**src/rtl/reg_mask_encoder_pkg.sv**
```systemverilog
// Shared constants, FSM encoding and a lowest-set-bit helper for the
// register-mask encoder and other register-file blocks.
package reg_mask_encoder_pkg;

    localparam int N_REGS = 32;
    localparam int IDX_W  = 5;

    typedef enum logic {
        IDLE = 1'b0,
        EMIT = 1'b1
    } state_t;

    // Index of the lowest set bit; 0 when no bit is set.
    function automatic logic [IDX_W-1:0] lowest_set(input logic [N_REGS-1:0] vec);
        logic [IDX_W-1:0] idx;
        idx = '0;
        for (int i = N_REGS - 1; i >= 0; i--) begin
            if (vec[i]) idx = i[IDX_W-1:0];
        end
        return idx;
    endfunction

endpackage

```
**src/rtl/reg_mask_encoder_lsb_priority_enc.sv**
```systemverilog
// Combinational lowest-set-bit priority encoder.
module lsb_priority_enc #(
    parameter int N_REGS = 32,
    parameter int IDX_W  = 5
) (
    input  logic [N_REGS-1:0] vec,
    output logic [IDX_W-1:0]  index,
    output logic              any_set
);

    always_comb begin
        index = '0;
        // Scan high to low so the lowest set bit is written last and wins.
        for (int i = N_REGS - 1; i >= 0; i--) begin
            if (vec[i]) index = i[IDX_W-1:0];
        end
        any_set = |vec;
    end

endmodule

```
**src/rtl/reg_mask_encoder.sv**
```systemverilog
// Sequential 32-to-5 encoder: emits the index of every set bit of a loaded
// register mask, lowest first, one per valid/ready handshake.
module reg_mask_encoder
    import reg_mask_encoder_pkg::*;
#(
    parameter int N_REGS = reg_mask_encoder_pkg::N_REGS,
    parameter int IDX_W  = reg_mask_encoder_pkg::IDX_W
) (
    input  logic              clk,
    input  logic              reset,
    input  logic              load,
    input  logic [N_REGS-1:0] mask_in,
    input  logic              out_ready,
    output logic              out_valid,
    output logic [IDX_W-1:0]  out_index,
    output logic              busy,
    output logic              done,
    output logic [IDX_W:0]    emit_count
);

    state_t            state, state_next;
    logic [N_REGS-1:0] pending, pending_next;
    logic [N_REGS-1:0] remaining;
    logic [IDX_W-1:0]  lsb_index;
    logic [IDX_W-1:0]  last_index;
    logic [IDX_W:0]    count_next;
    logic [IDX_W-1:0]  last_next;
    logic              lsb_any;
    logic              xfer;
    logic              done_next;

    lsb_priority_enc #(
        .N_REGS (N_REGS),
        .IDX_W  (IDX_W)
    ) u_enc (
        .vec     (pending),
        .index   (lsb_index),
        .any_set (lsb_any)
    );

    assign out_valid = (state == EMIT);
    assign busy      = (state == EMIT);
    // Outside EMIT the last transferred index is held on the port.
    assign out_index = (state == EMIT) ? lsb_index : last_index;
    assign xfer      = out_valid && out_ready;
    // x & (x-1) clears the lowest set bit, i.e. the one being emitted.
    assign remaining = pending & (pending - {{(N_REGS-1){1'b0}}, 1'b1});

    always_comb begin
        state_next   = state;
        pending_next = pending;
        count_next   = emit_count;
        last_next    = last_index;
        done_next    = 1'b0;
        case (state)
            IDLE: begin
                if (load) begin
                    count_next = '0;
                    if (mask_in != '0) begin
                        pending_next = mask_in;
                        state_next   = EMIT;
                    end else begin
                        done_next = 1'b1;
                    end
                end
            end
            EMIT: begin
                if (xfer) begin
                    pending_next = remaining;
                    count_next   = emit_count + {{IDX_W{1'b0}}, 1'b1};
                    last_next    = lsb_index;
                    if (remaining == '0) begin
                        state_next = IDLE;
                        done_next  = 1'b1;
                    end
                end
                // Defensive: an empty pending set cannot be emitted from.
                if (!lsb_any) state_next = IDLE;
            end
            default: state_next = IDLE;
        endcase
    end

    always_ff @(posedge clk) begin
        if (reset) begin
            state      <= IDLE;
            pending    <= '0;
            emit_count <= '0;
            last_index <= '0;
            done       <= 1'b0;
        end else begin
            state      <= state_next;
            pending    <= pending_next;
            emit_count <= count_next;
            last_index <= last_next;
            done       <= done_next;
        end
    end

endmodule

```
**config.mk**
```make
export PLATFORM = sky130hd
export DESIGN_NAME = reg_mask_encoder
export DESIGN_NICKNAME = d
export VERILOG_FILES = /design/src/rtl/reg_mask_encoder_pkg.sv /design/src/rtl/reg_mask_encoder_lsb_priority_enc.sv /design/src/rtl/reg_mask_encoder.sv
export SDC_FILE = /design/constraint.sdc
export NUM_CORES = 1
export LEC_CHECK = 0
export CAP_MARGIN = 20
export CORE_MARGIN = 8
export CORE_UTILIZATION = 48
export CTS_CLUSTER_DIAMETER = 200
export DETAILED_ROUTE_END_ITERATION = 16
export PLACE_DENSITY_LB_ADDON = 0.08
export SLEW_MARGIN = 10
export SYNTH_ARGS = -nofsm -noshare
export SYNTH_HDL_FRONTEND = slang
export SYNTH_SLANG_ARGS = --single-unit
export TNS_END_PERCENT = 20
```
**constraint.sdc**
```tcl
create_clock -name clk -period 2.6 [get_ports clk]
set_clock_uncertainty 0.05 [all_clocks]
set_input_delay 0.52 -clock clk [delete_from_list [all_inputs] [get_ports clk]]
set_output_delay 0.52 -clock clk [all_outputs]
set_load 0.05 [all_outputs]
```
Word-level counts from Yosys, hierarchy flattened --
Cells that the tools add are included.
Word-level totals: input port bits 36, output and inout port bits 14, register bits after elaboration 45, word-level logic and storage cells 70
Operators by class: add/sub/neg operators 2, bitwise gates (word level) 2, muxes and demuxes 51, eq/ne operators 3, reductions and logical operators 7
Operators with widths (count):
- 5-bit 2-to-1 mux | 33
- 32-bit 2-to-1 mux | 3
- 32-bit one-hot mux with 2 select lines | 1
- 32-bit bitwise AND | 1
- 32-bit zero test | 1
- 32-bit nonzero test | 1
- 32-bit OR reduction | 1
- 32-bit by 1-bit subtractor with 32-bit output, second input constant | 1
- 6-bit 2-to-1 mux | 2
- 6-bit one-hot mux with 2 select lines | 1
- 1-bit 2-to-1 mux | 9
- 6-bit by 1-bit adder with 6-bit output, second input constant | 1
- 2-bit inequality test, second input constant | 2
- 1-bit one-hot mux with 2 select lines | 2
- 2-bit AND reduction | 2
- 3-bit AND reduction | 1
- 2-bit by 1-bit inequality test with 1-bit output, second input constant | 1
- 1-bit logical AND | 1
- 1-bit NOT | 1

Logic depth before layout (Yosys ltp) --
depth in word-level cells 33, mapped depth 8, gate-level depth less buffers 7

Hierarchy --
A second synthesis with hierarchy kept.
Unflattened totals: cells, all modules 395, area, all modules 2880.3 um^2
By module, submodules not included:
- reg_mask_encoder | seq. area each 900.9 um^2, times used 1, area an instance 2494.9 um^2, cells an instance 330
- lsb_priority_enc | seq. area each 0.0 um^2, times used 1, area an instance 385.4 um^2, cells an instance 65

Worst setup path after synthesis --
Ideal clock, no wire load.
kind register -> output, start register state (netlist: busy), end output out_index[1], path slack -0.180 ns, data required time 2.030 ns, buffers on the path 2, cell stages (with the launch flop) 5, arrival time 2.210 ns, path through dfxtp_1 > clkbuf_1 > clkbuf_1 > o21ai_0 > a31oi_1
On the way: word-level cells in the longest chain between the ends 1
Ends and longest elaborated chain:
- start, declared | line reg_mask_encoder.sv:21 | state_t state, state_next;
- start signal, assigned | line reg_mask_encoder.sv:92 | state <= state_next;
- 5-bit 2-to-1 mux | line reg_mask_encoder.sv:44 | assign out_index = (state == EMIT) ? lsb_index : last_index;
- end, declared | line reg_mask_encoder.sv:15 | output logic [IDX_W-1:0] out_index,
No other way between the ends.

Worst setup path in the final report --
start register pending[19], end output out_index[2]
On the way: word-level cells in the longest chain between the ends 21
Ends and longest elaborated chain:
- start, declared | line reg_mask_encoder.sv:22 | logic [N_REGS-1:0] pending, pending_next;
- start signal, assigned | line reg_mask_encoder.sv:93 | pending <= pending_next;
- 5-bit 2-to-1 mux (20 in series) | line reg_mask_encoder_lsb_priority_enc.sv:15 | if (vec[i]) index = i[IDX_W-1:0];
- 5-bit 2-to-1 mux | line reg_mask_encoder.sv:44
No other way between the ends.

==> impl_metrics.py <==
metrics = {
    "synthesis": {
        "ys_async_sr_fraction": 0,
        "synth_cell_types": 50,
        "synth_area_leaders": "dfxtp_1, nand2_1, nor2_1, a22oi_1, o21ai_0",
        "avgSynthCellArea_um2": 7.06,
        "syn-num-nets": 434,
        "syn_inst": 397,
        "synth_warnings": 0,
        "synth_flop_cell": "dfxtp_1",
        "synth-seq-cells": 45,
        "syn_area_um2": 2800,
        "seq_area_frac_synth": 0.321,
        "synth.top_cell.area_share": 0.321,
        "synth_edf_count": 0,
        "synth_top_cell_by_area": "dfxtp_1",
    },
    "sta": {
        "max_slew.worst_pin.slew_ns": 0.519,
        "fin_crit_ns": 2.71,
        "max_freq_mhz": 369,
        "post-route-period-util": 1.04,
        "finalHoldViolCount": 0,
        "setup_viol": 6,
        "maxSlewHeadroom": 0.653,
        "grt_setup_unrepaired": "yes",
        "setup_ws_ns": -0.113,
        "final_max_slew_viol_count": 0,
    },
    "detailed_routing": {
        "finalWirelength_um": 9750,
        "vias_per_cell": 5.97,
        "drtPass1Iterations": 5,
        "vias": 3397,
        "drt_iter0_markers": 210,
        "avgRoutedWirePerCell_um": 17.1,
        "postRouteAntennaNets": 0,
        "route.detailed.drc": 0,
    },
    "placed_design": {
        "dp.final_hpwl_um": 7330,
        "dp.cells": 558,
        "port_buffers": 49,
        "pre_cts_slack_ns": -0.185,
        "gp_congestion": 0.941,
    },
    "worst_hold_path": {
        "holdPathEnd": "last_index[4]",
        "hold_path_startpoint": "last_index[4]",
        "whs_path_depth": 2,
        "min_path_type": "reg2reg",
    },
    "floorplan": {
        "floorplan.rows": 28,
        "coreArea_um2": 5780,
        "io-pin-count": 50,
        "dieArea_um2": 8540,
        "start_util": 0.485,
        "die_height_um": 92.4,
        "die_w_um": 92.4,
    },
    "final_layout": {
        "drive_gt1_frac": 0.251,
        "diodes": 0,
        "nNetsFinal": 530,
        "area.growth.synth_to_final_pct": 45.3,
        "instances_no_fill": 569,
    },
    "grt": {
        "track_usage": 0.229,
        "grt_pass1_wl_um": 16100,
        "overflow": 0,
        "antenna_found_initial": 0,
        "grt_pass1_vias": 3287,
        "grt_start_max_net_pins": 20,
    },
    "setup_path": {
        "cp_cell_sequence": "or2_4, or3_1, a31oi_2, o21bai_2, a21oi_2, mux2_4, buf_12",
        "cpMaxStageDelayCell": "dfxtp_2",
        "start_kind": "flop",
        "required_ns": 2.03,
        "crit_type": "reg2out",
        "cp_max_fo": 5,
        "crit_path_max_incr_delay_ns": 0.36,
        "r2r_cells": 7,
        "r2r-start": "pending[3]",
        "rrSetupSlack_ns": -0.11,
        "cp-end-kind": "output port",
        "crit_arrival_ns": 2.14,
        "r2r_end": "done",
    },
    "outcome": {
        "violations": "negative setup slack",
        "status": "complete, but fails checks",
    },
    "clock_network": {
        "clk_latency_ns": 0.30,
        "hold_buffers": 0,
        "clockBufferDepth": 2,
        "cts-root-buf": "clkbuf_8",
        "cts_sinks": 45,
        "htree_levels": 2,
        "cts_tree": "done",
        "clkTransAtPathRegs_ns": 0.09,
        "cts_made_buffers": 5,
    },
    "power_and_ir_drop": {
        "intPower_mw": 1.40,
        "p_comb_frac": 0.422,
        "vdd_drop_max_mv": 0.324,
        "swShare": 0.358,
        "power.density_nw_per_um2": 534,
        "p_seq_frac": 0.352,
        "clkPwrFrac": 0.225,
        "p_leak_nw": 1.64,
        "p_switching_uw": 779,
    },
    "job": {
        "cap_viol_max_count": 0,
    },
}
## power groups by stage
stage | Clock [mW] | Combinational [mW] | Sequential (mW)
finish | 0.490 | 0.918 | 0.766
global route | 0.528 | 0.987 | 0.770
CTS | 0.498 | 0.886 | 0.761
detailed placement | 0 | 0.835 | 0.775
global placement | 0 | 0.827 | 0.773
floorplan | 0 | 0.455 | 0.789
## layer usage
layer	wire, um	global-route usage
met5	0	0
met4	194	0.0805
met3	531	0.0453
met2	4810	0.393
met1	4210	0.276
## cell usage in the layout (no fill, tap or decap), types with 3 or more instances in the layout
cell             count
a21oi_1             25
or3_1                3
o21ai_0             29
and3_1               4
or4_1                3
nor4_1              13
dfxtp_1             36
or4_4                4
a22oi_1             26
buf_4               68
clkbuf_8             7
nor2_1              55
o21a_1               3
dfxtp_2              8
o21ai_1              3
mux2_4               3
clkdlybuf4s50_1     42
nand4_1              8
a21oi_2              3
maj3_1               3
buf_12               5
nand2_1             60
nand3_1              9
inv_1                9
nor3_1              10
o22ai_1              3
## critical path, delay by kind of cell, from the launching register on
kind                   cells  cell delay [ns]
and+or+nand+nor            2             0.62
AOI/OAI and AO/OA          3             0.55
DFF                        1             0.36
muxes                      1             0.20
buffers and inverters      1             0.13
## final cells by class
class,count,area [um^2]
multi-input cells,317,1900
fillers,483,1710
repair buffers,115,1030
flip-flops and latches,45,915
clock buffers,7,96.3
well taps,75,93.8
inverters,9,33.8
clock inverters,1,5.00
## worst max-delay path by stage
stage | end | slack (ns) | from | cells past startpoint
4_1_cts | done | -0.08 | pending[3] | 7
6_report | out_index[2] | -0.11 | pending[19] | 7
2_1_floorplan | done | -0.16 | pending[1] | 8
3_3_place_gp | done | -0.12 | pending[0] | 7
5_1_grt | out_index[2] | -0.18 | pending[19] | 7
3_5_place_dp | done | -0.18 | pending[0] | 7
## per-stage QoR
step	utilization	hold WS (ns)	TNS [ns]	total power, mW	area (um^2)
after CTS	0.695	0.418	-0.421	2.14	4020
after detailed placement	0.658	0.405	-0.286	1.61	3800
after global placement	0.658	0.391	-0.117	1.60	3800
final	0.705	0.410	-0.484	2.17	4070
after floorplan	-	0.384	-0.160	1.24	2810
after global routing	0.705	0.439	-0.981	2.29	4070
## synth_stat cells (2+ instances only)
master / instances
o21ai_1: 2
nand3_1: 9
o22ai_1: 3
maj3_1: 3
o21a_1: 3
nor4_1: 16
and3_1: 4
nor2_1: 58
a211oi_1: 2
nand4_1: 8
or3_1: 3
nor3_1: 10
nand2b_1: 2
dfxtp_1: 45
a21oi_1: 28
nand2_1: 62
clkbuf_1: 22
xor2_1: 2
mux2_2: 3
o21ai_0: 32
a2111oi_0: 3
or2_2: 3
o31a_1: 2
o31ai_1: 3
or4_1: 5
a21o_1: 2
inv_1: 9
a31oi_1: 5
a22oi_1: 26
or4_4: 2
## registers in the layout (all words and copies together) (netlist names)
signal and flops:
last_index 5, done 1, pending 32, busy 1, emit_count 6
## what timing repair did
item                       4_1_cts  5_1_grt
buffers inserted                 3        0
setup endpoints to repair        7        7
pin swaps                       13        1
gates resized for setup         26       17
## cell families (layout without fill, tap and decap cells)
group | after synthesis | count (layout) | share of synthesized area
and+or+nand+nor | 188 | 188 | 0.319
buffers and inverters | 35 | 132 | 0.0513
AOI/OAI and AO/OA | 119 | 119 | 0.272
adders and majority gates | 4 | 4 | 0.0152
DFF | 45 | 45 | 0.321
xor gates and xnor gates | 3 | 3 | 0.00937
muxes | 3 | 3 | 0.0120
(Power assumes the default switching activity.)
